===== src/rtl/uart_sched_pkg.sv =====
// uart_sched_pkg: state encoding and default sizing shared by uart_tx_sched and rr_pick.
package uart_sched_pkg;
   localparam logic [1:0] ST_IDLE        = 2'd0;
   localparam logic [1:0] ST_ISSUE       = 2'd1;
   localparam logic [1:0] ST_WAIT_ACCEPT = 2'd2;
   localparam logic [1:0] ST_WAIT_DONE   = 2'd3;
   localparam int DEF_NUM_REQ        = 2;
   localparam int DEF_TIMEOUT_CYCLES = 131072;
   function automatic int id_width(input int n);
      return n > 1 ? $clog2(n) : 1;
   endfunction
endpackage


===== src/rtl/uart_tx_sched_rr_pick.sv =====
// rr_pick: combinational round-robin picker, first set request at or above ptr with wrap.
module rr_pick import uart_sched_pkg::*; #(
   parameter int NUM_REQ = DEF_NUM_REQ,
   localparam int GW = id_width(NUM_REQ)
) (
   input  logic [NUM_REQ-1:0] req,
   input  logic [GW-1:0]      ptr,
   output logic [GW-1:0]      gnt_id,
   output logic               any
);
   logic [GW-1:0] idx;
   // Scan farthest-first so the closest request to ptr is the last write.
   always_comb begin
      gnt_id = '0;
      idx = '0;
      for (int i = NUM_REQ - 1; i >= 0; i--) begin
         idx = GW'((int'(ptr) + i) % NUM_REQ);
         gnt_id = req[idx] ? idx : gnt_id;
      end
   end
   assign any = |req;
endmodule


===== src/rtl/uart_tx_sched.sv =====
// uart_tx_sched: round-robin sharing of one 8N1 UART tx engine between NUM_REQ byte producers.
// Define UART_TX_SCHED_TIMEOUT_EN to abort frames that exceed TIMEOUT_CYCLES and flag err.
module uart_tx_sched import uart_sched_pkg::*; #(
   parameter int NUM_REQ = DEF_NUM_REQ,
   parameter int TIMEOUT_CYCLES = DEF_TIMEOUT_CYCLES,
   localparam int GW = id_width(NUM_REQ)
) (
   input  logic                 clk,
   input  logic                 resetn,
   input  logic [NUM_REQ-1:0]   req_valid,
   input  logic [8*NUM_REQ-1:0] req_data,
   output logic [NUM_REQ-1:0]   req_ack,
   output logic [7:0]           tx_byte,
   output logic                 tx_send,
   input  logic                 tx_done,
   output logic                 busy,
   output logic [GW-1:0]        grant_id,
   output logic                 err
);
   logic [1:0]    state, state_nx;
   logic [GW-1:0] rr_ptr, pick;
   logic          any, cap, rel, timeout;
   logic [7:0]    req_bytes [NUM_REQ];

   for (genvar g = 0; g < NUM_REQ; g++) begin : g_bytes
      assign req_bytes[g] = req_data[8*g +: 8];
   end

   rr_pick #(.NUM_REQ(NUM_REQ)) u_pick (
      .req    (req_valid),
      .ptr    (rr_ptr),
      .gnt_id (pick),
      .any    (any)
   );

   // The tx_done gate in IDLE keeps us off an engine still busy from before a reset or abort.
   assign cap = state == ST_IDLE && any && tx_done;
   assign rel = (state == ST_WAIT_DONE && tx_done) || timeout;

   always_ff @(posedge clk or negedge resetn)
      if (!resetn)
         state <= ST_IDLE;
      else
         state <= state_nx;

   always_ff @(posedge clk or negedge resetn)
      if (!resetn) begin
         tx_byte  <= '0;
         grant_id <= '0;
         rr_ptr   <= '0;
      end else begin
         if (cap) begin
            tx_byte  <= req_bytes[pick];
            grant_id <= pick;
         end
         if (rel)
            rr_ptr <= grant_id == GW'(NUM_REQ - 1) ? '0 : grant_id + 1'b1;
      end

   always_comb begin
      state_nx = timeout                  ? ST_IDLE :
                 state == ST_IDLE         ? (cap ? ST_ISSUE : ST_IDLE) :
                 state == ST_ISSUE        ? ST_WAIT_ACCEPT :
                 state == ST_WAIT_ACCEPT  ? (tx_done ? ST_WAIT_ACCEPT : ST_WAIT_DONE) :
                                            (tx_done ? ST_IDLE : ST_WAIT_DONE);
   end

   always_comb begin
      tx_send = state == ST_ISSUE;
      busy    = state != ST_IDLE;
      req_ack = state == ST_ISSUE ? NUM_REQ'(1) << grant_id : '0;
   end

`ifdef UART_TX_SCHED_TIMEOUT_EN
   localparam int TW = $clog2(TIMEOUT_CYCLES + 1);
   logic [TW-1:0] cnt;
   logic          waiting;
   assign waiting = state == ST_WAIT_ACCEPT || state == ST_WAIT_DONE;
   // cnt counts clocks since ISSUE began; abort on the edge where it would reach the limit.
   assign timeout = waiting && cnt == TW'(TIMEOUT_CYCLES - 1);

   always_ff @(posedge clk or negedge resetn)
      if (!resetn) begin
         cnt <= '0;
         err <= 1'b0;
      end else begin
         cnt <= state == ST_ISSUE ? TW'(1) : waiting ? cnt + 1'b1 : cnt;
         if (timeout)
            err <= 1'b1;
      end
`else
   assign timeout = 1'b0;
   assign err = 1'b0;
`endif
endmodule


===== config.mk =====
export PLATFORM = sky130hd
export DESIGN_NAME = uart_tx_sched
export DESIGN_NICKNAME = d
export VERILOG_FILES = /design/src/rtl/uart_sched_pkg.sv /design/src/rtl/uart_tx_sched_rr_pick.sv /design/src/rtl/uart_tx_sched.sv
export SDC_FILE = /design/constraint.sdc
export NUM_CORES = 1
export LEC_CHECK = 0
export CAP_MARGIN = 25
export CORE_MARGIN = 5
export CORE_UTILIZATION = 34
export CTS_CLUSTER_DIAMETER = 30
export DETAILED_ROUTE_END_ITERATION = 12
export GPL_TIMING_DRIVEN = 0
export PLACE_DENSITY = 0.74
export SETUP_SLACK_MARGIN = 0.05
export SYNTH_ARGS = -nofsm -noshare
export SYNTH_HDL_FRONTEND = slang
export SYNTH_HIERARCHICAL = 1
export SYNTH_SLANG_ARGS = --single-unit

===== constraint.sdc =====
create_clock -name clk -period 1.4 [get_ports clk]
set_input_delay 0.21 -clock clk [delete_from_list [all_inputs] [get_ports clk]]
set_output_delay 0.21 -clock clk [all_outputs]
set_load 0.01 [all_outputs]

==> results <==
- The run finished, with violations left.
- The checks that failed: negative setup slack.
- Of all cell types, the one taking the most synthesized area is sky130_fd_sc_hd__dfrtp_1.
- The routed layout has a little under 500 vias.
- The most instantiated flip-flop cell in the synthesis netlist is sky130_fd_sc_hd__dfrtp_1.
- The later-pin clock latency in the skew report is roughly 260 ps.
- The critical path goes through inv_2, a21boi_4, buf_6, mux2_4, mux2_4.
- The DRC marker count from the first detailed-route iteration is 0.
- The die outline height is between 50 and 60 microns.
- The pin count of the biggest net entering global routing is 13.
- The tree is rooted in a sky130_fd_sc_hd__clkbuf_4.
- The filler cell count is around 140.
- The post-route worst setup slack is -22.4 ps.
- The net total in the final layout is 108.
- The portion of total power attributed to the clock network is roughly 11%.
- The overall power is 1.73 mW.
- The number of core rows is 15.
- The launch instance of the worst register-to-register path is rr_ptr$_DFFE_PN0P_.
- The maximum level of the CTS H-tree is 1.
- The switching part of the total is 30.9%.
- The die covers between 2000 and 3000 sq um.
- The kind of end point of the critical path is a flop.
- The area fraction of the dominant cell type after synthesis is 45.9%.
- Relative to the synthesized area, the layout overhead comes to 65.8%.
- The top-level I/O count is 35.
- The number of global-route vias before repair is roughly 540.
- The clock transition at the registers of the reported paths is ~70 ps.
- After the flow finishes, the layout carries non-filler instances totaling 110.
- The total power density per cell area is 1600 nW/um^2.
- Synthesis produced a netlist with a net count of 68.
- The routed wire length per instance is 14.2 microns.
- The startpoint-to-endpoint class of the critical path is reg2reg.
- The starting utilization of the core area is approximately 37%.
- In this run the critical register-to-register path is captured at tx_byte[5]$_DFFE_PN0P_.
- The final wirelength is 1570 microns.
- The area of the placeable core is 1780 sq um.
- After detailed routing, the number of vias per cell comes to approximately 4.5.
- Summing the areas of all and, or, nand and nor instances in the mapped netlist gives 8.80% of the synthesized area.
- The cell count after synthesis came out at 47.
- Combinational cells account for 52.2% of the total power.
- The highest-delay cell along the critical path is sky130_fd_sc_hd__dfrtp_1.
- The total routing usage reported by global routing is approximately 12%.
- The synthesized-area fraction occupied by ao, oa, aoi and oai cells is under 10%.
- VDD sags by at most around 0.00070 V.
- The max-slew headroom at the worst pin is between 60% and 70%.
- The Yosys step of the flow raised 6 warnings.
- The routed design could run at a clock period as short as approximately 1400 ps.
- The dominant cell by count in the synthesized netlist is sky130_fd_sc_hd__dfrtp_1.
- After detailed placement, the design holds a cell count of 105.
- After synthesis, the largest family of logic cells by area is multiplexers.
- The achievable frequency is 703 MHz.
- Cells with a size suffix above 1 make up about two fifths of the layout.
- The final max-slew violation count is 0.
- The synthesized-area fraction occupied by adder cells is 0%.
- The worst setup slack before clock tree synthesis is -387 ps.
- Once detail routing completed, the nets flagged for antenna violations numbered 0.
- TritonCTS built the clock tree.
- The CTS sink count is 12.
- The unique cell type count in the Yosys netlist is 17.
- The worst clock skew is approximately 1.4 ps.
- The average instance in the mapped netlist occupies roughly 14 sq um.
- Setup repair after global routing could not meet its margin everywhere.
- The number of flops mapped to enable cells by yosys is 0.
- The net switching power figure is ~0.53 mW.
- For this run, the detailed router's first-pass iteration total came to 1.
- Summing all non-filler instances in the final layout gives an area of about 1100 sq um.
- The first global-routing pass estimated around 2500 microns of wire.
- STA classifies the critical path startpoint as a flop.
- Measured against the total synthesized area, the mux share comes to 35.9%.
- The final critical path takes up 102% of the cycle.
- Of the total synthesized cell area, the portion taken by XOR and XNOR cells is 0%.
- The detailed placement HPWL is around 1100 microns.
- The synthesized netlist occupies a cell area of between 600 and 700 sq um.
- In the final timing run, aggregate negative setup slack is -96.7 ps.
- By count the netlist is led by sky130_fd_sc_hd__dfrtp_1 (12), sky130_fd_sc_hd__mux2_4 (9), sky130_fd_sc_hd__mux2_2 (8), sky130_fd_sc_hd__inv_1 (3).
- The count of hold buffers inserted by post-cts repair is 0.
- The count of buffers added on input and output ports is 33.
- Counting stages on the worst path, the most repeated cell is sky130_fd_sc_hd__mux2_4.
- The signal arrival time at the worst endpoint is between 1500 and 2000 ps.
- The cell area after placement is 1020 sq um.
- In this run the worst setup path terminates at tx_byte[5]$_DFFE_PN0P_.
- By area the synthesized netlist is led by sky130_fd_sc_hd__dfrtp_1 (46%), sky130_fd_sc_hd__mux2_4 (21%), sky130_fd_sc_hd__mux2_2 (14%).
- The analysis attributes to cell leakage a power of 0.533 nW.
- After global routing the overflow that remains totals 0.
- Sequential cells burn 36.6% of the power.
- The highest fanout seen on the critical path is 5.
- The number of cells on the worst reg-to-reg path is 5.
- The class of the tightest hold or removal check is in2async.
- Setup violations remaining at the end of the flow were counted as 5.
- The peak per-stage delay on the critical path is 370 ps.
- Buffers inserted during clock tree synthesis total 3.
- The floorplan die width is between 50 and 60 microns.
- The initial antenna violation count is 0.
- The required time at the endpoint of the critical path is 1540 ps.
- For the pin with the worst max-slew slack, the measured transition is about 500 ps.
- In the routed design, unresolved DRC markers number 0.
- The weighted congestion at the end of routability-driven global placement is 0.612.
- Across all register-to-register paths, the minimum setup slack is -20 ps.
- The buffer levels on the longest clock path is 2.
- The fraction of registers with async set or reset after synthesis is 100%.
- The final number of hold-violating endpoints came to 0.
- The number of violations of the max-capacitance limit is 0.
- The startpoint of the most critical setup path is rr_ptr$_DFFE_PN0P_.
- After synthesis the netlist holds a flip-flop and latch count of 12.
- The sequential-to-total area share from yosys stat is 45.9%.
- 0 antenna diodes ended up in the layout.
- The internal power of the cells is about 1.2 mW.
-- registers in the layout, indices dropped and copies added (netlist names) --
register / cells
grant_id: 1
rr_ptr: 1
state: 2
tx_byte: 8
-- layout by cell type (no fill, tap or decap), types with 2 or more instances in the layout --
| cell | Yosys | layout |
|---|---|---|
| sky130_fd_sc_hd__buf_2 | 0 | 2 |
| sky130_fd_sc_hd__and2_1 | 2 | 2 |
| sky130_fd_sc_hd__mux2_4 | 9 | 17 |
| sky130_fd_sc_hd__dlygate4sd2_1 | 0 | 11 |
| sky130_fd_sc_hd__dfrtp_1 | 12 | 12 |
| sky130_fd_sc_hd__clkbuf_4 | 0 | 3 |
| sky130_fd_sc_hd__inv_1 | 3 | 2 |
| sky130_fd_sc_hd__clkdlybuf4s50_1 | 0 | 18 |
| sky130_fd_sc_hd__buf_6 | 2 | 5 |
-- cells by family after synthesis --
logic type      count (synthesis)
mux                            18
flops                          12
simple gates                    8
buf+inv                         6
compound gates                  2
other cells                     1
-- what timing repair did --
action / 4_1_cts / 5_1_grt
endpoints found under the hold margin: 0 / 0
setup endpoints to repair: 21 / 13
gates resized for setup: 39 / 4
pin swaps: 2 / 0
buffers inserted: 1 / 0
cloned: 1 / 0
-- stage by stage --
step	utilization, %	hold WS (ps)
after detailed placement	57.0	492
after global routing	60.8	332
final	60.8	289
after floorplan	-	-85.6
after global placement	57.0	492
after CTS	60.2	306
-- layer usage --
metal,track usage [%],share of wire [%],up-vias
met5,0,0,-
met2,21.4,46,26
met4,3.83,0,0
li1,-,-,235
met3,3.60,10,0
met1,14.4,43,236
-- critical path, delay by kind of cell, from the launching register on --
family,cells,cell delay (ps)
flops,1,370
compound gates,1,160
buf+inv,2,220
mux,2,560
-- worst min path at each step --
stage	start	to	slack [ps]	cells after the start
6_report	resetn	state[0]$_DFF_PN0_	290	1
5_1_grt	resetn	state[1]$_DFF_PN0_	330	1
3_3_place_gp	tx_byte[1]$_DFFE_PN0P_	tx_byte[1]$_DFFE_PN0P_	490	1
4_1_cts	resetn	tx_byte[7]$_DFFE_PN0P_	310	1
3_5_place_dp	tx_byte[1]$_DFFE_PN0P_	tx_byte[1]$_DFFE_PN0P_	490	1
2_1_floorplan	resetn	grant_id$_DFFE_PN0P_	-90	0
-- power groups by stage --
stage | Sequential (mW) | Combinational [mW] | Clock, mW
floorplan | 0.681 | 0.417 | 0
global placement | 0.622 | 0.912 | 0
detailed placement | 0.633 | 0.922 | 0
CTS | 0.623 | 0.895 | 0.207
global route | 0.661 | 0.974 | 0.211
finish | 0.633 | 0.903 | 0.195
-- area by class of cell --
| type | instances | area [sq um] | area share [%] |
|---|---|---|---|
| Buffer | 3 | 30.0 | 2.77 |
| Clock buffer | 3 | 22.5 | 2.08 |
| Inverter | 3 | 11.3 | 1.04 |
| Multi-Input combinational cell | 29 | 364 | 33.6 |
| Sequential cell | 12 | 300 | 27.7 |
| Tap cell | 25 | 31.3 | 2.88 |
| Timing Repair Buffer | 35 | 325 | 30.0 |
No activity file was read; power rests on OpenSTA's default activity.
